`src/rtl/vai_mmio_initiator_if.sv`:
```
// vai_mmio_initiator_if: bundles the command, MMIO request, c2 response and
// result signals of the MMIO initiator.
//   master  - the initiator's view (drives cmd_ready, mmio_*, rsp_*, stray_rsp)
//   slave   - the command/fabric side (drives cmd_*, c2_rsp_*, rsp_ready)
// Parameter TID_WIDTH sets the width of mmio_tid and c2_rsp_tid.
interface vai_mmio_initiator_if #(
    parameter int unsigned TID_WIDTH = 9
) ();
    logic                 cmd_valid;
    logic                 cmd_ready;
    logic                 cmd_write;
    logic [15:0]          cmd_addr;
    logic [63:0]          cmd_data;

    logic                 mmio_rd_valid;
    logic                 mmio_wr_valid;
    logic [15:0]          mmio_addr;
    logic [TID_WIDTH-1:0] mmio_tid;
    logic [63:0]          mmio_wdata;

    logic                 c2_rsp_valid;
    logic [TID_WIDTH-1:0] c2_rsp_tid;
    logic [63:0]          c2_rsp_data;

    logic                 rsp_valid;
    logic                 rsp_ready;
    logic [63:0]          rsp_data;
    logic                 rsp_timeout;
    logic                 stray_rsp;

    modport master (
        input  cmd_valid, cmd_write, cmd_addr, cmd_data,
        input  c2_rsp_valid, c2_rsp_tid, c2_rsp_data,
        input  rsp_ready,
        output cmd_ready,
        output mmio_rd_valid, mmio_wr_valid, mmio_addr, mmio_tid, mmio_wdata,
        output rsp_valid, rsp_data, rsp_timeout, stray_rsp
    );

    modport slave (
        output cmd_valid, cmd_write, cmd_addr, cmd_data,
        output c2_rsp_valid, c2_rsp_tid, c2_rsp_data,
        output rsp_ready,
        input  cmd_ready,
        input  mmio_rd_valid, mmio_wr_valid, mmio_addr, mmio_tid, mmio_wdata,
        input  rsp_valid, rsp_data, rsp_timeout, stray_rsp
    );
endinterface

```
`src/rtl/vai_mmio_initiator.sv`:
```
// vai_mmio_initiator: requesting end of the CCI-P MMIO protocol. Turns simple
// read/write commands into one-cycle MMIO request strobes, matches the c2 read
// response by tid and returns the data (or a timeout error) to the command side.
// Ports:
//   clk, reset - clock, synchronous active-high reset
//   bus        - vai_mmio_initiator_if.master (command, MMIO request, c2 response,
//                result and stray_rsp signals)
// Optional feature: define VAI_MMIO_INIT_TIMEOUT_EN to enable the read timeout timer;
// without it a read waits indefinitely for its tid and rsp_timeout is tied 0.
module vai_mmio_initiator #(
    parameter int unsigned TID_WIDTH      = 9,
    parameter int unsigned TIMEOUT_CYCLES = 512
) (
    input logic                     clk,
    input logic                     reset,
    vai_mmio_initiator_if.master    bus
);
    typedef enum logic [1:0] {StIdle, StRdWait, StRspHold} state_t;

    state_t               state_q, state_d;
    logic [TID_WIDTH-1:0] tid_q, tid_d;
    logic [TID_WIDTH-1:0] exp_tid_q, exp_tid_d;
    logic                 rd_valid_q, rd_valid_d;
    logic                 wr_valid_q, wr_valid_d;
    logic [15:0]          addr_q, addr_d;
    logic [TID_WIDTH-1:0] req_tid_q, req_tid_d;
    logic [63:0]          wdata_q, wdata_d;
    logic [63:0]          rsp_data_q, rsp_data_d;
    logic                 stray_q, stray_d;
    logic                 rsp_match;
    logic                 unused_addr_lsb;

`ifdef VAI_MMIO_INIT_TIMEOUT_EN
    localparam int unsigned TimerW = (TIMEOUT_CYCLES > 2) ? $clog2(TIMEOUT_CYCLES) : 1;
    logic [TimerW-1:0] timer_q, timer_d;
    logic              rsp_to_q, rsp_to_d;
`else
    localparam int unsigned unused_timeout = TIMEOUT_CYCLES;
`endif

    assign unused_addr_lsb = bus.cmd_addr[0];
    assign rsp_match = bus.c2_rsp_valid && (bus.c2_rsp_tid == exp_tid_q);

    always_comb begin
        state_d    = state_q;
        tid_d      = tid_q;
        exp_tid_d  = exp_tid_q;
        rd_valid_d = 1'b0;
        wr_valid_d = 1'b0;
        addr_d     = '0;
        req_tid_d  = '0;
        wdata_d    = '0;
        rsp_data_d = rsp_data_q;
        stray_d    = 1'b0;
`ifdef VAI_MMIO_INIT_TIMEOUT_EN
        timer_d    = timer_q;
        rsp_to_d   = rsp_to_q;
`endif
        case (state_q)
            StIdle: begin
                stray_d = bus.c2_rsp_valid;
                if (bus.cmd_valid) begin
                    addr_d    = {bus.cmd_addr[15:1], 1'b0};
                    req_tid_d = tid_q;
                    tid_d     = tid_q + TID_WIDTH'(1);
                    if (bus.cmd_write) begin
                        wr_valid_d = 1'b1;
                        wdata_d    = bus.cmd_data;
                    end else begin
                        rd_valid_d = 1'b1;
                        exp_tid_d  = tid_q;
                        state_d    = StRdWait;
`ifdef VAI_MMIO_INIT_TIMEOUT_EN
                        timer_d    = '0;
`endif
                    end
                end
            end
            StRdWait: begin
                // A match takes priority over a coincident timer expiry.
                if (rsp_match) begin
                    rsp_data_d = bus.c2_rsp_data;
                    state_d    = StRspHold;
`ifdef VAI_MMIO_INIT_TIMEOUT_EN
                    rsp_to_d   = 1'b0;
`endif
                end else begin
                    stray_d = bus.c2_rsp_valid;
`ifdef VAI_MMIO_INIT_TIMEOUT_EN
                    if (timer_q == TimerW'(TIMEOUT_CYCLES - 1)) begin
                        rsp_data_d = '1;
                        rsp_to_d   = 1'b1;
                        state_d    = StRspHold;
                    end else if (!bus.c2_rsp_valid) begin
                        // A stray response neither resets nor advances the timer.
                        timer_d = timer_q + TimerW'(1);
                    end
`endif
                end
            end
            StRspHold: begin
                stray_d = bus.c2_rsp_valid;
                if (bus.rsp_ready) begin
                    state_d = StIdle;
                end
            end
            default: state_d = StIdle;
        endcase
    end

    always_ff @(posedge clk) begin
        if (reset) begin
            state_q    <= StIdle;
            tid_q      <= '0;
            exp_tid_q  <= '0;
            rd_valid_q <= 1'b0;
            wr_valid_q <= 1'b0;
            addr_q     <= '0;
            req_tid_q  <= '0;
            wdata_q    <= '0;
            rsp_data_q <= '0;
            stray_q    <= 1'b0;
`ifdef VAI_MMIO_INIT_TIMEOUT_EN
            timer_q    <= '0;
            rsp_to_q   <= 1'b0;
`endif
        end else begin
            state_q    <= state_d;
            tid_q      <= tid_d;
            exp_tid_q  <= exp_tid_d;
            rd_valid_q <= rd_valid_d;
            wr_valid_q <= wr_valid_d;
            addr_q     <= addr_d;
            req_tid_q  <= req_tid_d;
            wdata_q    <= wdata_d;
            rsp_data_q <= rsp_data_d;
            stray_q    <= stray_d;
`ifdef VAI_MMIO_INIT_TIMEOUT_EN
            timer_q    <= timer_d;
            rsp_to_q   <= rsp_to_d;
`endif
        end
    end

    assign bus.cmd_ready     = (state_q == StIdle);
    assign bus.mmio_rd_valid = rd_valid_q;
    assign bus.mmio_wr_valid = wr_valid_q;
    assign bus.mmio_addr     = addr_q;
    assign bus.mmio_tid      = req_tid_q;
    assign bus.mmio_wdata    = wdata_q;
    assign bus.rsp_valid     = (state_q == StRspHold);
    assign bus.rsp_data      = rsp_data_q;
    assign bus.stray_rsp     = stray_q;
`ifdef VAI_MMIO_INIT_TIMEOUT_EN
    assign bus.rsp_timeout   = rsp_to_q;
`else
    assign bus.rsp_timeout   = 1'b0;
`endif
endmodule

```
`src/flat_wrapper.sv`:
```
// flat-port wrapper written by rule: the top's interface ports become plain ports
module vai_mmio_initiator_flat 
#(
    parameter int unsigned TID_WIDTH      = 9,
    parameter int unsigned TIMEOUT_CYCLES = 512
)
  (clk, reset, bus_cmd_valid, bus_cmd_write, bus_cmd_addr, bus_cmd_data, bus_c2_rsp_valid, bus_c2_rsp_tid, bus_c2_rsp_data, bus_rsp_ready, bus_cmd_ready, bus_mmio_rd_valid, bus_mmio_wr_valid, bus_mmio_addr, bus_mmio_tid, bus_mmio_wdata, bus_rsp_valid, bus_rsp_data, bus_rsp_timeout, bus_stray_rsp);
  vai_mmio_initiator_if #(.TID_WIDTH(TID_WIDTH)) bus_i ();
  input logic clk;
  input logic reset;
  input wire logic [$bits(bus_i.cmd_valid)-1:0] bus_cmd_valid;
  input wire logic [$bits(bus_i.cmd_write)-1:0] bus_cmd_write;
  input wire logic [$bits(bus_i.cmd_addr)-1:0] bus_cmd_addr;
  input wire logic [$bits(bus_i.cmd_data)-1:0] bus_cmd_data;
  input wire logic [$bits(bus_i.c2_rsp_valid)-1:0] bus_c2_rsp_valid;
  input wire logic [$bits(bus_i.c2_rsp_tid)-1:0] bus_c2_rsp_tid;
  input wire logic [$bits(bus_i.c2_rsp_data)-1:0] bus_c2_rsp_data;
  input wire logic [$bits(bus_i.rsp_ready)-1:0] bus_rsp_ready;
  output wire logic [$bits(bus_i.cmd_ready)-1:0] bus_cmd_ready;
  output wire logic [$bits(bus_i.mmio_rd_valid)-1:0] bus_mmio_rd_valid;
  output wire logic [$bits(bus_i.mmio_wr_valid)-1:0] bus_mmio_wr_valid;
  output wire logic [$bits(bus_i.mmio_addr)-1:0] bus_mmio_addr;
  output wire logic [$bits(bus_i.mmio_tid)-1:0] bus_mmio_tid;
  output wire logic [$bits(bus_i.mmio_wdata)-1:0] bus_mmio_wdata;
  output wire logic [$bits(bus_i.rsp_valid)-1:0] bus_rsp_valid;
  output wire logic [$bits(bus_i.rsp_data)-1:0] bus_rsp_data;
  output wire logic [$bits(bus_i.rsp_timeout)-1:0] bus_rsp_timeout;
  output wire logic [$bits(bus_i.stray_rsp)-1:0] bus_stray_rsp;
  assign bus_i.cmd_valid = bus_cmd_valid;
  assign bus_i.cmd_write = bus_cmd_write;
  assign bus_i.cmd_addr = bus_cmd_addr;
  assign bus_i.cmd_data = bus_cmd_data;
  assign bus_i.c2_rsp_valid = bus_c2_rsp_valid;
  assign bus_i.c2_rsp_tid = bus_c2_rsp_tid;
  assign bus_i.c2_rsp_data = bus_c2_rsp_data;
  assign bus_i.rsp_ready = bus_rsp_ready;
  assign bus_cmd_ready = bus_i.cmd_ready;
  assign bus_mmio_rd_valid = bus_i.mmio_rd_valid;
  assign bus_mmio_wr_valid = bus_i.mmio_wr_valid;
  assign bus_mmio_addr = bus_i.mmio_addr;
  assign bus_mmio_tid = bus_i.mmio_tid;
  assign bus_mmio_wdata = bus_i.mmio_wdata;
  assign bus_rsp_valid = bus_i.rsp_valid;
  assign bus_rsp_data = bus_i.rsp_data;
  assign bus_rsp_timeout = bus_i.rsp_timeout;
  assign bus_stray_rsp = bus_i.stray_rsp;
  vai_mmio_initiator #(.TID_WIDTH(TID_WIDTH), .TIMEOUT_CYCLES(TIMEOUT_CYCLES)) u_core (.clk(clk), .reset(reset), .bus(bus_i));
endmodule
```
`config.mk`:
```
export PLATFORM = sky130hd
export DESIGN_NAME = vai_mmio_initiator_flat
export DESIGN_NICKNAME = d
export VERILOG_FILES = /design/src/rtl/vai_mmio_initiator_if.sv /design/src/rtl/vai_mmio_initiator.sv /design/src/flat_wrapper.sv
export SDC_FILE = /design/constraint.sdc
export NUM_CORES = 1
export LEC_CHECK = 0
export BUFFER_PORTS_ARGS = -buffer_cell sky130_fd_sc_hd__buf_2
export CAP_MARGIN = 15
export CORE_ASPECT_RATIO = 1.1
export CORE_MARGIN = 3
export CORE_UTILIZATION = 40
export DETAILED_ROUTE_END_ITERATION = 6
export GPL_TIMING_DRIVEN = 0
export PLACE_DENSITY = 0.71
export SLEW_MARGIN = 20
export SYNTH_ARGS = -nofsm -noshare
export SYNTH_HDL_FRONTEND = slang
export SYNTH_SLANG_ARGS = --single-unit
```
`constraint.sdc`:
```
create_clock -name clk -period 1.7 [get_ports clk]
set_clock_uncertainty 0.1 [all_clocks]
set_input_delay 0.17 -clock clk [delete_from_list [all_inputs] [get_ports clk]]
set_output_delay 0.17 -clock clk [all_outputs]
set_load 0.05 [all_outputs]
```
# Yosys cells after proc, flatten, opt, wreduce, memory -nomap -nowiden
# Index checks and enable logic that the tools add are counted.
# Widths: inputs -> output; s select.
[totals] register_bits=176 romBits=0 n_memories=0 output_inout_bits=159 inputBits=159 ramBits=0 latch_bits=0 elab_cells=41
[classes] magnitude_cmp=0 eq_ne=7 n_addsub=1 shifts=0 muxes=9 n_reduce_logical=10 n_bitwise=3 n_div=0 mul=0
[ops] cell="$add 9x1->9 const B" n=1
[ops] cell="$eq 9x9->1" n=1
[ops] cell="$mux 2" n=4
[ops] cell="$ne 2x2->1 const B" n=3
[ops] cell="$pmux 2 s3" n=1
[ops] cell="$reduce_and 2->1" n=2
[ops] cell="$reduce_and 4->1" n=1
[ops] cell="$reduce_or 2->1" n=2
[ops] cell="$reduce_or 4->1" n=1
[ops] cell="$mux 1" n=3
[ops] cell="$not 1->1" n=3
[ops] cell="$reduce_and 3->1" n=1
[ops] cell="$reduce_or 3->1" n=1
[ops] cell="$eq 2x1->1 const B" n=1
[ops] cell="$eq 2x2->1 const B" n=1
[ops] cell="$logic_not 2->1" n=1
[ops] cell="$ne 2x1->1 const B" n=1
[ops] cell="$pmux 1 s2" n=1
[ops] cell="$logic_and 1x1->1" n=1

# Logic depth before layout (Yosys ltp)
[logic_depth] word_depth=4 ltp_mapped=7 ltp_nobuf=5

# Worst setup path before layout
# No wires, ideal clock.
[synth_path] path_kind="register to register" start="register u_core.state_q[0]" end="register u_core.state_q[1]" synth_period_minus_slack_ns=1.661 slack_ns=0.039 path_stages_with_launch=5 t_required_ns=1.484 arrival_time_ns=1.445 setup_ns=0.116 path_buffers=1 cell_sequence="dfxtp_1 -> buf_4 -> nor2_1 -> o21ai_0 -> o211a_1"
[synth_between] elab_chain_cells=3 word_cells_on_any_way=9 cone_classes="eq/ne (6); mux (1); reduce/logical (2)"
[synth_rtl] element="from (decl)" line_no="vai_mmio_initiator.sv:20" source="state_t state_q, state_d;"
[synth_rtl] element="from (signal assigned)" line_no="vai_mmio_initiator.sv:113" source="state_q <= StIdle;"
[synth_rtl] element="from (signal assigned)" line_no="vai_mmio_initiator.sv:128" source="state_q <= state_d;"
[synth_rtl] element="$logic_not 2->1 (*)"
[synth_rtl] element="named net bus_cmd_ready" line_no="flat_wrapper.sv:19" source="output wire logic [$bits(bus_i.cmd_ready)-1:0] bus_cmd_ready;"
[synth_rtl] element="$ne 2x2->1 (no source line)"
[synth_rtl] element="$reduce_and 4->1 (no source line)"
# Mark *: on every way through the listed nets, which the timed path passes. The rest lies on a longest branch.
# A chain may end at the register's enable or synchronous reset.

# Worst setup path in the final report
[layout_path] start="register u_core.state_q[1]" end="register u_core.rsp_data_q[45], in the netlist u_core.bus.rsp_data[45]"
[layout_between] elab_chain_cells=2
[layout_rtl] element="$eq 2x1->1" line_no="vai_mmio_initiator.sv:59" source="case (state_q)"
[layout_rtl] element="$reduce_and 2->1 (no source line)"
[layout_rtl] element="to (signal assigned)" line_no="vai_mmio_initiator.sv:136" source="rsp_data_q <= rsp_data_d;"
[layout_rtl] element="to (decl)" line_no="vai_mmio_initiator.sv:28" source="logic [63:0] rsp_data_q, rsp_data_d;"
# No other way between the ends.

==> summary.txt <==
Status - finished, violations left
Failing checks - setup timing
Vias post-DR - 6002
CTS root buf - clkbuf_16
Largest cells by area after synthesis - dfxtp_1, mux2i_1, nand2_1
Top cells by count, synth - dfxtp_1, nand2_1, and2_1, mux2i_1, clkbuf_1
Clk buf depth - 2
# H-tree levels - 4
Placed Area - 0.00780 mm²
Pin count of the biggest net entering global routing - 17
Post-route total power - 9.22 mW
RSZ-0062 raised after global routing - yes
Yosys top cell area share - 58.6%
Drt initial violations - 296
Remaining antenna violation count after routing - 0
Post-synth design cell area - 0.00598 mm²
Least-Margin Pin Slew - 0.589 ns
Worst-path maximum fanout - 5
Cts bufs inserted - 17
Mapped Avg Cell Area - 10.1 µm²
CP Capture Type - register
First-pass GRT wire length - 30800 µm
Met2 Track Usage GR - 42.7%
Setup Viol. Count Final - 63
Hold path depth - 4
Critical setup path kind - reg -> reg
Wirelength per Cell - 16.2 µm
Worst skew pair latency - 0.42 ns
# IOs - 318
GR peak layer - met2
Post-route clock period utilization - 106%
Final setup TNS - -3.39 ns
Most frequent cell after synthesis - dfxtp_1
Required time of the critical path - 1.94 ns
Initial core utilization - 41.1%
Rows - 46
Routing usage on met3 - 8.56%
Final net count - 1245
Reg-to-Reg End - u_core.bus.rsp_data[45]$_SDFFE_PP0P_
Reg-to-reg slack, setup - -0.1 ns
Ys async rst share - 0%
TritonCTS sink count - 175
Final instance area - 0.0102 mm²
Die X - 123 µm
HPWL after DPL - 13200 µm
Die area - 0.0165 mm²
Total global routing overflow - 0
FF-to-FF Start - u_core.state_q[1]$_SDFFE_PP0P_
Antenna violations before repair - 0
Vert. Die Dim - 134 µm
Vias in the first global route - 6090
GP Congestion - 0.815
Post-Syn Instances - 591
Fin. max-slew vios - 0
Distinct cells, synth - 35
Power Density - 907 mW/mm²
Register area share after synthesis - 58.6%
Drt pass-1 iters - 5
WL final - 20900 µm
Minimum clock period - 1.80 ns
Fill count - 999
Residual DRC - 0
Yosys top cell by area - dfxtp_1
Slew HR - 60.7%
Clock-pin slew on the worst setup and hold paths - 0.07 ns
Total global routing track utilization - 24.1%
GR met1 Demand/Resource - 25.8%
Synth Register Bits - 175
Mean number of vias per cell - 4.65
CTS tree - built
Share of layout cells above drive strength 1 - 36.0%
Reg2reg path depth - 7
Hold EP - u_core.state_q[1]$_SDFFE_PP0P_
Hold WC Path Type - in -> reg
Worst setup margin - -0.0966 ns
Max-Cap Viols - 0
Hold path startpoint - bus_cmd_valid
Warnings from Yosys - 0
Most used DFF post-synth - dfxtp_1
CP startpoint kind - register
Pleak - 4.86 nW
Fmax - 557 MHz
Worst vdd ir - 721 µV
Fin. Hold Viols - 0
Number of port buffers - 314
CP arrival - 2.04 ns
Placeable Area - 0.0146 mm²
Ant. Diodes - 0
EDFF count, synth - 0
Area Overhead vs Synth - 69.8%
## stage by stage
stage	setup slack (ns)	utilization, %	hold WS (ns)	std cells
floorplan	0.0385	-	0.154	592
global placement	-0.186	53.6	0.268	1098
detailed placement	-0.205	53.6	0.271	1098
CTS	-0.0556	68.8	0.00128	1286
global route	-0.150	69.8	0.0236	1290
finish	-0.0966	69.8	0.0301	1290
## report_power, final
group	internal, mW	switching (mW)
logic	0.490	0.570
clock network	2.28	1.68
registers	4.17	0.0299
## cell type report
cell class	instances	area, µm²	area share (%)
plain buffers	38	268	2.63
clock buffers	19	453	4.46
clock inverters	13	154	1.51
inverters	7	26.3	0.259
multi-input cells	371	2250	22.2
flip-flops and latches	175	3510	34.6
well taps	192	240	2.36
repair buffers	475	3260	32.0
## worst max path at each step
stage / endpoint / cells after the start / start
after floorplan: u_core.state_q[1]$_SDFFE_PP0P_ / 4 / u_core.state_q[0]$_SDFFE_PP0P_
after global placement: u_core.bus.rsp_data[13]$_SDFFE_PP0P_ / 6 / u_core.exp_tid_q[7]$_SDFFE_PP0P_
after detailed placement: u_core.bus.rsp_data[28]$_SDFFE_PP0P_ / 6 / u_core.exp_tid_q[3]$_SDFFE_PP0P_
after CTS: u_core.bus.rsp_data[28]$_SDFFE_PP0P_ / 7 / u_core.state_q[1]$_SDFFE_PP0P_
after global routing: u_core.bus.rsp_data[17]$_SDFFE_PP0P_ / 7 / u_core.state_q[1]$_SDFFE_PP0P_
final: u_core.bus.rsp_data[45]$_SDFFE_PP0P_ / 7 / u_core.state_q[1]$_SDFFE_PP0P_
## cell usage in the layout (no fill, tap or decap), drive strengths merged
| cell | instances |
|---|---|
| buf | 336 |
| dfxtp | 175 |
| nand2 | 153 |
| dlygate4sd3 | 146 |
| mux2i | 64 |
| and2 | 64 |
| clkbuf | 50 |
| and3 | 24 |
| xnor2 | 14 |
| a21oi | 11 |
| nor2 | 11 |
| inv | 11 |
| clkinv | 7 |
| nor3 | 5 |
| nand4 | 3 |
| nor4 | 3 |
| xor2 | 2 |
| o21ai | 2 |
| conb | 2 |
| bufinv | 2 |
| nand3 | 2 |
| and2b | 1 |
| nor3b | 1 |
| or3b | 1 |
| nand2b | 1 |
| nand4bb | 1 |
| or3 | 1 |
| or4 | 1 |
| a31o | 1 |
| a2111oi | 1 |
| o211a | 1 |
| ha | 1 |
## per-layer routing
metal  vias up  share of wire, %  wire [µm]
met2       278                51      10600
met1      2803                38       7850
met5         -                 0          0
met4         0               2.8        589
li1       2885                 -          -
met3        36               8.8       1850
## logic make-up after synthesis
| group | synth area share [%] |
|---|---|
| AND/OR/NAND/NOR | 21.9 |
| AO/OA/AOI/OAI | 1.55 |
| adder cells (fa/ha/maj) | 0.209 |
| flip-flops | 58.6 |
| buffers and inverters | 4.66 |
| other | 0.0627 |
| XOR/XNOR | 2.34 |
| multiplexers | 10.7 |
## flip-flops by register name, indices dropped and copies added, names as in the netlist
name / count
u_core.bus.mmio_addr: 15
u_core.bus.mmio_rd_valid: 1
u_core.state_q: 2
u_core.exp_tid_q: 9
u_core.tid_q: 9
u_core.bus.mmio_wr_valid: 1
u_core.bus.mmio_wdata: 64
u_core.bus.stray_rsp: 1
u_core.bus.mmio_tid: 9
u_core.bus.rsp_data: 64
## worst max-delay path: stages (launching register included)
cell and delay (ns):
dfxtp_4 0.35, and2b_1 0.23, nand2_2 0.08, nor4_4 0.29
buf_6 0.17, clkbuf_16 0.17, clkbuf_16 0.15, mux2i_1 0.18
## timing repair
item | 4_1_cts | 5_1_grt
pin swaps | 6 | 1
buffers inserted | 8 | 0
setup endpoints to repair | 127 | 133
cloned | 2 | 5
hold endpoints to repair | 146 | 0
hold buffers | 146 | 0
gates resized for setup | 21 | 12
Note: power is estimated with default switching activity, not from simulation.
